File: config.mk
export PLATFORM = sky130hd
export DESIGN_NAME = mem_stream_reader
export DESIGN_NICKNAME = d
export VERILOG_FILES = /design/src/rtl/mem_stream_pkg.sv /design/src/rtl/byte_fifo.sv /design/src/rtl/mem_stream_reader.sv
export SDC_FILE = /design/constraint.sdc
export NUM_CORES = 1
export LEC_CHECK = 0
export BUFFER_PORTS_ARGS = -buffer_cell sky130_fd_sc_hd__buf_2
export CORE_ASPECT_RATIO = 1.5
export CORE_MARGIN = 2
export CORE_UTILIZATION = 47
export CTS_CLUSTER_SIZE = 40
export DETAILED_ROUTE_END_ITERATION = 7
export PLACE_DENSITY = 0.77
export SLEW_MARGIN = 25
export SYNTH_ARGS = -nofsm -noshare
export SYNTH_HDL_FRONTEND = slang
export SYNTH_SLANG_ARGS = --single-unit
File: constraint.sdc
create_clock -name clk -period 2.8 [get_ports clk]
set_input_delay 0.42 -clock clk [delete_from_list [all_inputs] [get_ports clk]]
set_output_delay 0.42 -clock clk [all_outputs]
set_load 0.03 [all_outputs]
File: src/rtl/mem_stream_pkg.sv
// Shared types and constants for the memory stream reader.
package mem_stream_pkg;

    typedef enum logic [1:0] {
        IDLE  = 2'd0,
        FETCH = 2'd1,
        DRAIN = 2'd2,
        DONE  = 2'd3
    } state_t;

    localparam logic [31:0] ADDR_STRIDE = 32'd4;
    localparam int unsigned BYTE_W      = 8;
    localparam int unsigned CSUM_W      = 16;

endpackage

File: src/rtl/byte_fifo.sv
// Small byte FIFO: registered storage, head entry read out directly,
// pointer + occupancy count. DEPTH must be a power of two, >= 2.
module byte_fifo
    import mem_stream_pkg::*;
#(
    parameter  int unsigned DEPTH = 4,
    localparam int unsigned AW    = $clog2(DEPTH)
) (
    input  logic              clk,
    input  logic              rst,
    input  logic              i_push,
    input  logic              i_pop,
    input  logic [BYTE_W-1:0] i_data,
    output logic [BYTE_W-1:0] o_data,
    output logic              o_full,
    output logic              o_empty,
    output logic [AW:0]       o_count
);

    logic [BYTE_W-1:0] r_mem [DEPTH];
    logic [AW-1:0]     r_wr;
    logic [AW-1:0]     r_rd;
    logic [AW:0]       r_cnt;
    logic              w_push;
    logic              w_pop;

    assign w_push  = i_push & ~o_full;
    assign w_pop   = i_pop & ~o_empty;
    assign o_data  = r_mem[r_rd];
    assign o_full  = (r_cnt == (AW+1)'(DEPTH));
    assign o_empty = (r_cnt == '0);
    assign o_count = r_cnt;

    // Storage, pointers and occupancy; reset flushes and zeroes the head.
    always_ff @(posedge clk) begin
        if (rst) begin
            for (int i = 0; i < int'(DEPTH); i++) begin
                r_mem[i] <= '0;
            end
            r_wr  <= '0;
            r_rd  <= '0;
            r_cnt <= '0;
        end else begin
            if (w_push) begin
                r_mem[r_wr] <= i_data;
                r_wr        <= r_wr + AW'(1);
            end
            if (w_pop) begin
                r_rd <= r_rd + AW'(1);
            end
            case ({w_push, w_pop})
                2'b10:   r_cnt <= r_cnt + (AW+1)'(1);
                2'b01:   r_cnt <= r_cnt - (AW+1)'(1);
                default: r_cnt <= r_cnt;
            endcase
        end
    end

endmodule

File: src/rtl/mem_stream_reader.sv
// Read sequencer for the byte data memory: walks COUNT word-aligned
// locations from a base address and streams the bytes out via a FIFO.
// Optional running checksum of popped bytes: define MEM_STREAM_CHECKSUM_EN.
module mem_stream_reader
    import mem_stream_pkg::*;
#(
    parameter int unsigned FIFO_DEPTH = 4,
    parameter int unsigned CNT_W      = 11
) (
    input  logic              clk,
    input  logic              rst,
    input  logic              start,
    input  logic [31:0]       base_addr,
    input  logic [CNT_W-1:0]  count,
    output logic              busy,
    output logic              done,
    output logic [31:0]       mem_a,
    output logic              mem_we,
    input  logic [BYTE_W-1:0] mem_rd,
    output logic              out_valid,
    input  logic              out_ready,
    output logic [BYTE_W-1:0] out_data,
    output logic [CSUM_W-1:0] checksum
);

    localparam int unsigned FAW = $clog2(FIFO_DEPTH);

    state_t             r_state;
    state_t             w_state_nxt;
    logic [31:0]        r_addr;
    logic [CNT_W-1:0]   r_rem;
    logic               r_busy;
    logic               r_done;
    logic               w_accept;
    logic               w_push;
    logic               w_pop;
    logic               w_full;
    logic               w_empty;
    logic [FAW:0]       w_fill;
    logic [BYTE_W-1:0]  w_head;

    assign mem_a     = r_addr;
    assign mem_we    = 1'b0;
    assign busy      = r_busy;
    assign done      = r_done;
    assign out_valid = ~w_empty;
    assign out_data  = w_head;
    assign w_pop     = ~w_empty & out_ready;

    byte_fifo #(
        .DEPTH (FIFO_DEPTH)
    ) u_fifo (
        .clk     (clk),
        .rst     (rst),
        .i_push  (w_push),
        .i_pop   (w_pop),
        .i_data  (mem_rd),
        .o_data  (w_head),
        .o_full  (w_full),
        .o_empty (w_empty),
        .o_count (w_fill)
    );

    // Next-state and per-cycle control; a full FIFO always stalls the fetch.
    always_comb begin
        w_state_nxt = r_state;
        w_accept    = 1'b0;
        w_push      = 1'b0;
        case (r_state)
            IDLE: begin
                if (start) begin
                    w_accept    = 1'b1;
                    w_state_nxt = (count != '0) ? FETCH : DONE;
                end
            end
            FETCH: begin
                if (!w_full) begin
                    w_push = 1'b1;
                    if (r_rem == CNT_W'(1)) begin
                        w_state_nxt = DRAIN;
                    end
                end
            end
            DRAIN: begin
                if (w_empty || ((w_fill == (FAW+1)'(1)) && w_pop)) begin
                    w_state_nxt = DONE;
                end
            end
            DONE: begin
                w_state_nxt = IDLE;
            end
            default: begin
                w_state_nxt = IDLE;
            end
        endcase
    end

    // State, address/length counters and registered status flags.
    always_ff @(posedge clk) begin
        if (rst) begin
            r_state <= IDLE;
            r_addr  <= '0;
            r_rem   <= '0;
            r_busy  <= 1'b0;
            r_done  <= 1'b0;
        end else begin
            r_state <= w_state_nxt;
            r_busy  <= (w_state_nxt == FETCH) || (w_state_nxt == DRAIN);
            r_done  <= (w_state_nxt == DONE);
            if (w_accept) begin
                r_addr <= base_addr;
                r_rem  <= count;
            end else if (w_push) begin
                r_addr <= r_addr + ADDR_STRIDE;
                r_rem  <= r_rem - CNT_W'(1);
            end
        end
    end

`ifdef MEM_STREAM_CHECKSUM_EN
    logic [CSUM_W-1:0] r_csum;

    // Running sum of bytes leaving the stream, cleared per transfer.
    always_ff @(posedge clk) begin
        if (rst) begin
            r_csum <= '0;
        end else if (w_accept) begin
            r_csum <= '0;
        end else if (w_pop) begin
            r_csum <= r_csum + CSUM_W'(w_head);
        end
    end

    assign checksum = r_csum;
`else
    assign checksum = '0;
`endif

endmodule

==> impl_results.md, run 1 <==
* Arrival time at the worst endpoint at around 2.6 ns
* Die W at 84.5 um
* Reg clk slew, reported paths at 0.07 ns
* Clock skew at 0.00547 ns
* Worst EP required at 3.07 ns
* Post-CTS Setup Inserts at 0
* RR Endpoint: u_fifo.o_count[2]
* Routed len/inst at 16.7 um
* Final Hold Fails at 0
* Synth Instances at 487
* Remaining Overflow, GRT at 0
* Initial core utilization at between 40% and 50%
* Pin count of the biggest net entering global routing at 42
* Post-Place Worst Slack at between 0.5 and 0.6 ns
* Via-to-Cell Ratio at 5.84
* DRC viols at 0
* GR peak layer: met2
* CTS buffer count at 9
* DP Wirelength at 8.59 mm
* CTS tree: done
* Diode count at 0
* FMAX at 437 MHz
* Vias in the first global route at approximately 4100
* CP Capture Type: register
* Starting DRC count in detailed routing at 205
* Root Driver: clkbuf_16
* Placed cells at 686
* Met2 Usage GRT at 39.8%
* Post-synth EDFFs at 32
* Gr usage total at between 20% and 30%
* Met3 Resource Use GR at 4.71%
* Core Area at 0.00958 mm2
* Via count at 4103
* Hold path startpoint: base_addr[1]
* Crit Path Class: reg2reg
* R2R depth at 8
* Power Dens Cells at 708 mW/mm2
* Fin worst setup slack at 0.512 ns
* GPL Wtd Cong at 0.894
* Hold Crit Class: in2reg
* R2r setup slk at around 0.51 ns
* Relative slew margins at 50.6%
* Asr flop ratio synth at 0%
* Worst Hold Depth at 3
* Final min period at around 2.3 ns
* Final core occ at 56.3%
* TritonCTS Sinks at 88
* I/O Buffers at 97
* Unrepaired setup endpoints after global routing: false
* H-tree depth at 3
* Cell area after synthesis at 0.00457 mm2
* Max cap viols at 0
* Slew @ Worst Pin at 0.735 ns
* Hold buffers post-CTS at 0
* Clk_lat worst skew at 0.34 ns
* Post-CTS sizing at 0
* DIE HEIGHT at 125 um
* Setup TNS at 0 ns
* Layout cell share with drive strength beyond 1 at 25.7%
* Crit Path Max Fanout at 12
* Leak Pwr at 0.00221 uW
* Full die area at 0.0105 mm2
* Global-route wire length before repair at 19.2 mm
* Worst VDD drop at 555 uV
* Seq/Total Area, Yosys at 45.6%
* Unique masters post-synth at 60
* Final setup vio count at 0
* Final worst path period share at 81.7%
* Number of synthesized register bits at 88
* Worst hold endpoint: mem_a[1]
* DR pass1 iterations at 7
* IO Pins at ~120
* GRT met1 Usage at 25.5%
* Outcome: completed
* R2r startpoint: u_fifo.o_count[0]
* Final Non-Filler Cells at 702
* Final WL at ~12 mm
* Count of final max-slew check failures at 0
* Syn Area/Cell at 9.39 um2
* Initial antenna violation count at 0
* Dominant synthesized flop cell: dfxtp_1
* Critical path launch point type: register
* DRT antenna net count at 0
* Max clock buf depth at 2
* Std cell rows at 44
* Area Overhead vs Synth at 18.1%
* Final-stage net count at 646
* Synth Warn # at 0
[critical path, cell delays in order, from the launching register on]
cell	delay [ns]
dfxtp_1	0.39
inv_1	0.08
ha_1	0.25
a21bo_2	0.25
nor2_1	0.13
inv_1	0.20
ha_1	0.40
or3_1	0.38
a21oi_1	0.14
[cells in the mapped netlist (5+ instances only)]
library cell,n,area [um2]
inv_1,19,71.3
nand3_1,20,100
o21ai_0,22,110
a21oi_1,30,150
nor3_1,8,40.0
a221oi_1,8,70.1
and2_1,13,81.3
mux4_2,8,180
o22ai_1,8,50.1
buf_4,20,150
nor4_1,9,56.3
a22oi_1,15,113
edfxtp_1,32,961
nor2_1,61,229
dfxtp_1,56,1120
nand2_1,41,154
a31oi_1,5,31.3
nand4_1,7,43.8
xor2_1,6,52.6
xnor2_1,7,61.3
ha_1,9,113
or3_1,5,31.3
clkbuf_1,17,63.8
[layout by cell type, fill, tap and decap left out, types with 17 or more instances in the layout]
| cell | synthesis | layout |
|---|---|---|
| buf_2 | 2 | 97 |
| inv_1 | 19 | 19 |
| o21ai_0 | 22 | 22 |
| nand2_1 | 41 | 41 |
| a21oi_1 | 30 | 30 |
| nand3_1 | 20 | 20 |
| edfxtp_1 | 32 | 32 |
| conb_1 | 1 | 17 |
| dfxtp_1 | 56 | 56 |
| nor2_1 | 61 | 61 |
[worst max-delay path by stage]
stage	endpoint	slack [ns]	cells after the start	start
finish	u_fifo.o_count[2]	0.51	8	u_fifo.o_count[0]
global route	u_fifo.o_count[2]	0.33	8	u_fifo.o_count[0]
CTS	u_fifo.o_count[2]	0.51	8	u_fifo.o_count[0]
detailed placement	u_fifo.o_count[2]	0.52	8	u_fifo.o_count[0]
global placement	u_fifo.o_count[2]	0.66	8	u_fifo.o_count[0]
floorplan	u_fifo.r_mem[1][0]	0.38	7	u_fifo.o_count[0]
[where the power goes]
group | switching [uW] | total (uW) | internal, uW
clock | 521 | 1130 | 609
combinational | 663 | 1070 | 406
sequential | 156 | 1620 | 1470
total | 1340 | 3820 | 2480
[final cells by class]
cell class,instances,area [um2]
clock buffer,9,225
clock inverter,7,52.6
fill,888,4180
inverter,19,71.3
multi-input combinational,354,2240
sequential,88,2080
tap,115,144
timing repair buffer,110,583
[cell families (layout without fill, tap and decap cells)]
family | after synthesis | in the layout | synth area share, %
DFF | 88 | 88 | 45.6
adders and majority gates | 9 | 9 | 2.46
buffers and inverters | 61 | 145 | 6.87
and+or+nand+nor | 191 | 191 | 21.7
other | 1 | 17 | 0.0820
muxes | 13 | 13 | 5.09
xor gates and xnor gates | 13 | 13 | 2.49
AOI/OAI and AO/OA | 111 | 111 | 15.8
[through the flow]
step / instance area (um2) / hold slack (ns) / total power (uW)
2_1_floorplan: 4630 / 0.444 / 2430
3_3_place_gp: 5120 / 0.454 / 2670
3_5_place_dp: 5120 / 0.455 / 2720
4_1_cts: 5400 / 0.312 / 3860
5_1_grt: 5400 / 0.322 / 4030
6_report: 5400 / 0.320 / 3820
[routing by layer]
metal / part of all wire [%] / routed length [um]
met2: 53 / 6230
met5: 0 / 0
met1: 37 / 4350
met3: 7.2 / 849
met4: 2.5 / 290
[flip-flops by register name, indices dropped and copies added (netlist names), named ones only]
signal and count:
busy 1, done 1, mem_a 32, r_rem 11
r_state 2, u_fifo.o_count 3, u_fifo.r_mem 32, u_fifo.r_rd 2
u_fifo.r_wr 2
Power figures use the tool's default switching activity.
==> run 2: changes to the inputs <==
- ABC_AREA: not set -> 1
- PLACE_DENSITY: 0.77 -> 0.76
- clock period: 2.8 -> 2.2 ns (I/O delays scaled with it)
==> impl_results.md, run 2 <==
* Pin count of the biggest net entering global routing at 42 (unchanged)
* Final Hold Fails at 0 (unchanged)
* Critical path launch point type: register
* Via-to-Cell Ratio at 5.03 (-14%)
* Global-route wire length before repair at 21.2 mm (+11%)
* Final min period at 1.90 ns (-0.386 ns)
* DIE HEIGHT at 133 um (+6.3%)
* Synth Warn # at 0 (unchanged)
* Initial antenna violation count at 0 (unchanged)
* Post-CTS Setup Inserts at 0 (unchanged)
* Core Area at 0.0109 mm2 (+14%)
* Unrepaired setup endpoints after global routing: false
* CP Capture Type: register
* Synth top area share at 21.6% (-2.9 points)
* Asr flop ratio synth at 0% (unchanged)
* Most frequent cells in the layout: 163 x nand2_1, 97 x buf_2, 96 x nor2_1
* Count leader, synth: nand2_1
* Unique masters post-synth at 40 (-33%)
* Worst EP required at 2.42 ns (-0.65 ns)
* Leak Pwr at 0.00265 uW (+20%)
* Crit Path Max Fanout at 15 (+3)
* Initial core utilization at 47.6% (-0.078 points)
* Layout cell share with drive strength beyond 1 at 20.3% (-5.4 points)
* Std cell rows at 47 (+6.8%)
* DRC viols at 0 (unchanged)
* Final worst path period share at 86.5% (+4.7 points)
* Via count at 4877 (+19%)
* Placed cell areas at 0.00574 mm2 (+12%)
* Final instance area at 0.00606 mm2 (+12%)
* FMAX at 526 MHz (+20%)
* Vias in the first global route at 4689 (+15%)
* Hold buffers post-CTS at 0 (unchanged)
* Remaining Overflow, GRT at 0 (unchanged)
* Syn Area/Cell at 7.21 um2 (-23%)
* Final WL at 13.2 mm (+13%)
* Max clock buf depth at 2 (unchanged)
* Synth top area cells: dfxtp_1 22%, edfxtp_1 19%, nand2_1 12%, nor2_1 7.0%, inv_1 6.5%
* Max cap viols at 0 (unchanged)
* Final setup vio count at 0 (unchanged)
* DR pass1 iterations at 5 (-2)
* Clk_lat worst skew at 0.35 ns (about the same)
* Worst hold margin at 0.232 ns (-0.0875 ns)
* CTS tree: done
* Hold Crit Class: in2reg
* Count of final max-slew check failures at 0 (unchanged)
* Crit Path Class: reg2reg
* Clock skew at 0.00668 ns (+0.00121 ns)
* Reg clk slew, reported paths at 0.06 ns (about the same)
* Die W at 89.7 um (+6.2%)
* Outcome: completed
* Worst VDD drop at 429 uV (-23%)
* Synth Instances at 719 (+48%)
* Diode count at 0 (unchanged)
* Area Overhead vs Synth at 16.9%
* IO Pins at 115 (unchanged)
* Top cells by count, synth: 163 x nand2_1, 96 x nor2_1, 90 x inv_1, 65 x o21ai_0, 56 x dfxtp_1
* GPL Wtd Cong at 0.921 (+3.0%)
* Full die area at 0.0119 mm2 (+13%)
* Root Driver: clkbuf_16
* Post-CTS sizing at 0 (unchanged)
* Cell area after synthesis at 0.00518 mm2 (+13%)
* Most common library cell in the layout ignoring fill and taps: nand2_1
* Fillers at 1035 (+17%)
* Post-synth top area cell: dfxtp_1
* H-tree depth at 3 (unchanged)
* DP Wirelength at 9.63 mm (+12%)
* Dominant synthesized flop cell: dfxtp_1
* CTS buffer count at 9 (unchanged)
* Arrival time at the worst endpoint at 2.12 ns (-0.44 ns)
* Routed len/inst at 13.7 um (-18%)
* TritonCTS Sinks at 88 (unchanged)
* Final-stage net count at 881 (+36%)
* Post-synth EDFFs at 32 (unchanged)
* Placed cells at 953 (+39%)
* DRT antenna net count at 0 (unchanged)
* Seq/Total Area, Yosys at 40.2% (-5.4 points)
* Setup TNS at 0 ns (unchanged)
* Final Non-Filler Cells at 969 (+38%)
* Power Dens Cells at 857 mW/mm2 (+21%)
* Number of synthesized register bits at 88 (unchanged)
* I/O Buffers at 97 (unchanged)
* Starting DRC count in detailed routing at 203 (-0.98%)
* Gr usage total at 22.1% (-0.41 points)
-- run 2: changes by cell type after synthesis, moves of 8 or more --
cell	before	now
a221oi_1	8	0
a22oi_1	15	0
and2_1	13	1
clkbuf_1	17	8
inv_1	19	90
mux4_2	8	0
nand2_1	41	163
nand3_1	20	30
nor2_1	61	96
nor2_4	0	15
nor4_1	9	1
o21ai_0	22	65
o21ai_1	1	10
-- run 2: path summary, 6_finish.rpt --
kind,start,to,slack [ns],depth (start not counted)
worst max-delay path,u_fifo.o_count[0],r_rem[5],0.30,11
worst min-delay path,base_addr[1],mem_a[1],0.23,3
worst max register to register,u_fifo.o_count[0],r_rem[5],0.30,11
worst min register to register,u_fifo.r_rd[0],u_fifo.r_rd[0],0.48,1
-- run 2: layout make-up --
cell class	count	area (um2)	share of cell area, %
Multi-Input combinational cell	511	2530	41.8
Sequential cell	88	2080	34.4
Timing Repair Buffer	108	568	9.38
Inverter	99	375	6.20
Clock buffer	13	250	4.13
Tap cell	147	184	3.04
Clock inverter	3	65.1	1.07
-- run 2: kinds of logic after synthesis --
family / count (synthesis) / share of synthesized area [%]
other: 1 / 0.0724
adders and majority gates: 9 / 2.17
and+or+nand+nor: 340 / 29.9
buffers and inverters: 136 / 12.1
DFF: 88 / 40.2
xor gates and xnor gates: 11 / 1.86
AOI/OAI and AO/OA: 134 / 13.7
-- run 2: per-layer routing --
metal / wire length (um) / up-vias / part of all wire [%] / global-route usage, %
li1: - / 2473 / - / -
met3: 754 / 26 / 5.7 / 3.76
met4: 378 / 0 / 2.9 / 11.4
met2: 6770 / 171 / 51 / 40.2
met5: 0 / - / 0 / 0
met1: 5350 / 2207 / 40 / 24.6
-- run 2: power breakdown --
| part | total, uW | internal (uW) | switching, uW | leakage, uW |
|---|---|---|---|---|
| combinational | 1540 | 474 | 1070 | 0.00171 |
| sequential | 2010 | 1860 | 148 | 0.000792 |
| clock | 1630 | 1030 | 608 | 0.000154 |
| total | 5190 | 3360 | 1820 | 0.00265 |
-- run 2: worst max-delay path: stages (launching register included) --
cell     delay (ns)
dfxtp_1        0.36
inv_1          0.09
ha_1           0.23
nand2_1        0.14
nand2_4        0.09
buf_4          0.19
nand2_4        0.17
inv_2          0.17
nand2_1        0.09
o21ai_0        0.08
a21oi_1        0.12
nor2_1         0.05
-- run 2: stage by stage --
| stage | power (uW) | setup WS [ns] | utilization [%] |
|---|---|---|---|
| 2_1_floorplan | 3170 | 0.101 | - |
| 3_3_place_gp | 3570 | 0.367 | 52.8 |
| 3_5_place_dp | 3590 | 0.323 | 52.8 |
| 4_1_cts | 5210 | 0.310 | 55.7 |
| 5_1_grt | 5450 | 0.131 | 55.7 |
| 6_report | 5190 | 0.298 | 55.7 |
==> run 3: changes to the inputs <==
- REMOVE_ABC_BUFFERS: not set -> 1
==> impl_results.md, run 3 (synthesis results as in run 2) <==
* Count of final max-slew check failures at 0 (unchanged)
* Clock skew at 0.00569 ns (-0.000985 ns)
* Critical path launch point type: register
* Area Overhead vs Synth at 17.4%
* Net Switching at 1880 uW (+3.4%)
* I/O Buffers at 97 (unchanged)
* DRC viols at 0 (unchanged)
* Post-CTS Setup Inserts at 0 (unchanged)
* Starting DRC count in detailed routing at 269 (+33%)
* Power Dens Cells at 871 mW/mm2 (+1.6%)
* DP Wirelength at 9.60 mm (-0.34%)
* CP dominant cell by count: nand2_1
* CP Cell Sequence: inv_1 > ha_1 > nand2_1 > nand2_4 > buf_4 > nand2_4 > inv_2 > nand2_1 > nand2_1 > inv_1 > a21oi_2
* Placed cells at 954 (+0.10%)
* DR pass1 iterations at 5 (unchanged)
* Pin count of the biggest net entering global routing at 42 (unchanged)
* TritonCTS Sinks at 88 (unchanged)
* Final core occ at 55.9% (+0.25 points)
* Std cell rows at 47 (unchanged)
* Final Hold Fails at 0 (unchanged)
* Via-to-Cell Ratio at 5.03 (-0.12%)
* Outcome: completed
* Final min period at 1.93 ns (+0.0317 ns)
* Remaining Overflow, GRT at 0 (unchanged)
* Root Driver: clkbuf_16
* Int Pwr at 3410 uW (+1.4%)
* Unrepaired setup endpoints after global routing: false
* Die W at 89.7 um (unchanged)
* Slowest CP cell: dfxtp_1
* Global-route wire length before repair at 21.5 mm (+1.4%)
* Multi-input gate area at 0.00253 mm2 (unchanged)
* Routed len/inst at 13.8 um (+0.86%)
* Worst path bufs/invs at 4 (+1)
* Max cap viols at 0 (unchanged)
* Max stage delay on crit path at 0.33 ns (-0.03 ns)
* Storage element area at 0.00208 mm2 (unchanged)
* Crit Path Max Fanout at 17 (+2)
* Final WL at 13.4 mm (+0.97%)
* Full die area at 0.0119 mm2 (unchanged)
* Core Area at 0.0109 mm2 (unchanged)
* H-tree depth at 3 (unchanged)
* Post-Place Worst Slack at 0.304 ns (-0.0191 ns)
* Switching part of the total at 35.6% (+0.43 points)
* Total power at 5300 uW (+2.1%)
* Worst path top cell family by delay: buffers and inverters
* Leak Pwr at 0.00267 uW (+0.51%)
* Hold buffers post-CTS at 0 (unchanged)
* CTS buffer count at 9 (unchanged)
* Most frequent cells in the layout: 163 x nand2_1, 97 x buf_2, 96 x nor2_1
* Layout cell share with drive strength beyond 1 at 20.5% (+0.22 points)
* Final setup vio count at 0 (unchanged)
* CP Capture Type: register
* Fillers at 1067 (+3.1%)
* Via count at 4876 (-0.021%)
* Arrival time at the worst endpoint at 2.21 ns (+0.09 ns)
* GPL Wtd Cong at 0.906 (-1.6%)
* Diode count at 0 (unchanged)
* Combinational share of power at 29.5% (-0.2 points)
* Most common library cell in the layout ignoring fill and taps: nand2_1
* FMAX at 517 MHz (-1.6%)
* Hold Crit Class: in2reg
* Fin worst setup slack at 0.266 ns (-0.0317 ns)
* Clk_lat worst skew at 0.35 ns (about the same)
* Worst EP required at 2.48 ns (+0.06 ns)
* Clock group share of total power at 32.5% (+1.0 points)
* CTS tree: done
* Final Non-Filler Cells at 970 (+0.10%)
* Initial antenna violation count at 0 (unchanged)
* Register share of total power at 38.0% (-0.8 points)
* Reg clk slew, reported paths at 0.07 ns (about the same)
* DIE HEIGHT at 133 um (unchanged)
* Final-stage net count at 882 (+0.11%)
* Post-CTS sizing at 0 (unchanged)
* Max clock buf depth at 2 (unchanged)
* Gr usage total at 22.4% (+0.35 points)
* Worst VDD drop at 524 uV (+22%)
* Initial core utilization at 47.6% (unchanged)
* Crit Path Class: reg2reg
* IO Pins at 115 (unchanged)
* R2r setup slk at 0.27 ns (-0.03 ns)
* DRT antenna net count at 0 (unchanged)
* Final worst path period share at 87.9% (+1.4 points)
* Vias in the first global route at 4568 (-2.6%)
* Setup TNS at 0 ns (unchanged)
==> run 3: cell count changes in the layout (fill, tap and decap cells not counted), sizes merged <==
cell / delta
clkbuf: -1
clkinv: +1
buf: +1
==> run 3: area by class of cell <==
class	instances	area share (%)
Tap cell	147	3.02
Inverter	99	6.17
Timing Repair Buffer	109	9.46
Sequential cell	88	34.2
Clock buffer	12	4.24
Multi-Input combinational cell	511	41.6
Clock inverter	4	1.28
==> run 3: worst reg2reg max path, delay by kind of cell, from the launching register on <==
family | cells | cell delay, ns
AOI/OAI and AO/OA | 1 | 0.12
DFF | 1 | 0.33
and+or+nand+nor | 5 | 0.58
buffers and inverters | 4 | 0.64
adders and majority gates | 1 | 0.21
==> run 3: per-layer routing <==
metal / track usage (%) / vias up / part of all wire, %
met4: 7.35 / 0 / 1.4
met3: 4.27 / 16 / 4.7
li1: - / 2472 / -
met2: 42.3 / 161 / 53
met5: 0 / - / 0
met1: 25.3 / 2227 / 41
==> run 3: stage by stage <==
stage,cell area (um2),hold slack (ns)
floorplan,4990,0.392
global placement,5750,0.463
detailed placement,5750,0.462
CTS,6080,0.224
global route,6080,0.257
finish,6080,0.229
==> run 3: worst paths after layout <==
kind	start	to	depth (start not counted)
worst min register to register	u_fifo.r_rd[0]	register	1
worst max-delay path	u_fifo.o_count[1]	mem_a[13]	11
worst min-delay path	base_addr[0]	mem_a[0]	3
worst max register to register	u_fifo.o_count[1]	mem_a[13]	11
==> run 3: power by group through the flow <==
stage	Combinational (uW)	Sequential (uW)	Clock, uW
after floorplan	966	2130	0
after global placement	1530	2040	0
after detailed placement	1550	2040	0
after CTS	1570	2010	1730
after global routing	1710	2030	1800
final	1560	2010	1720
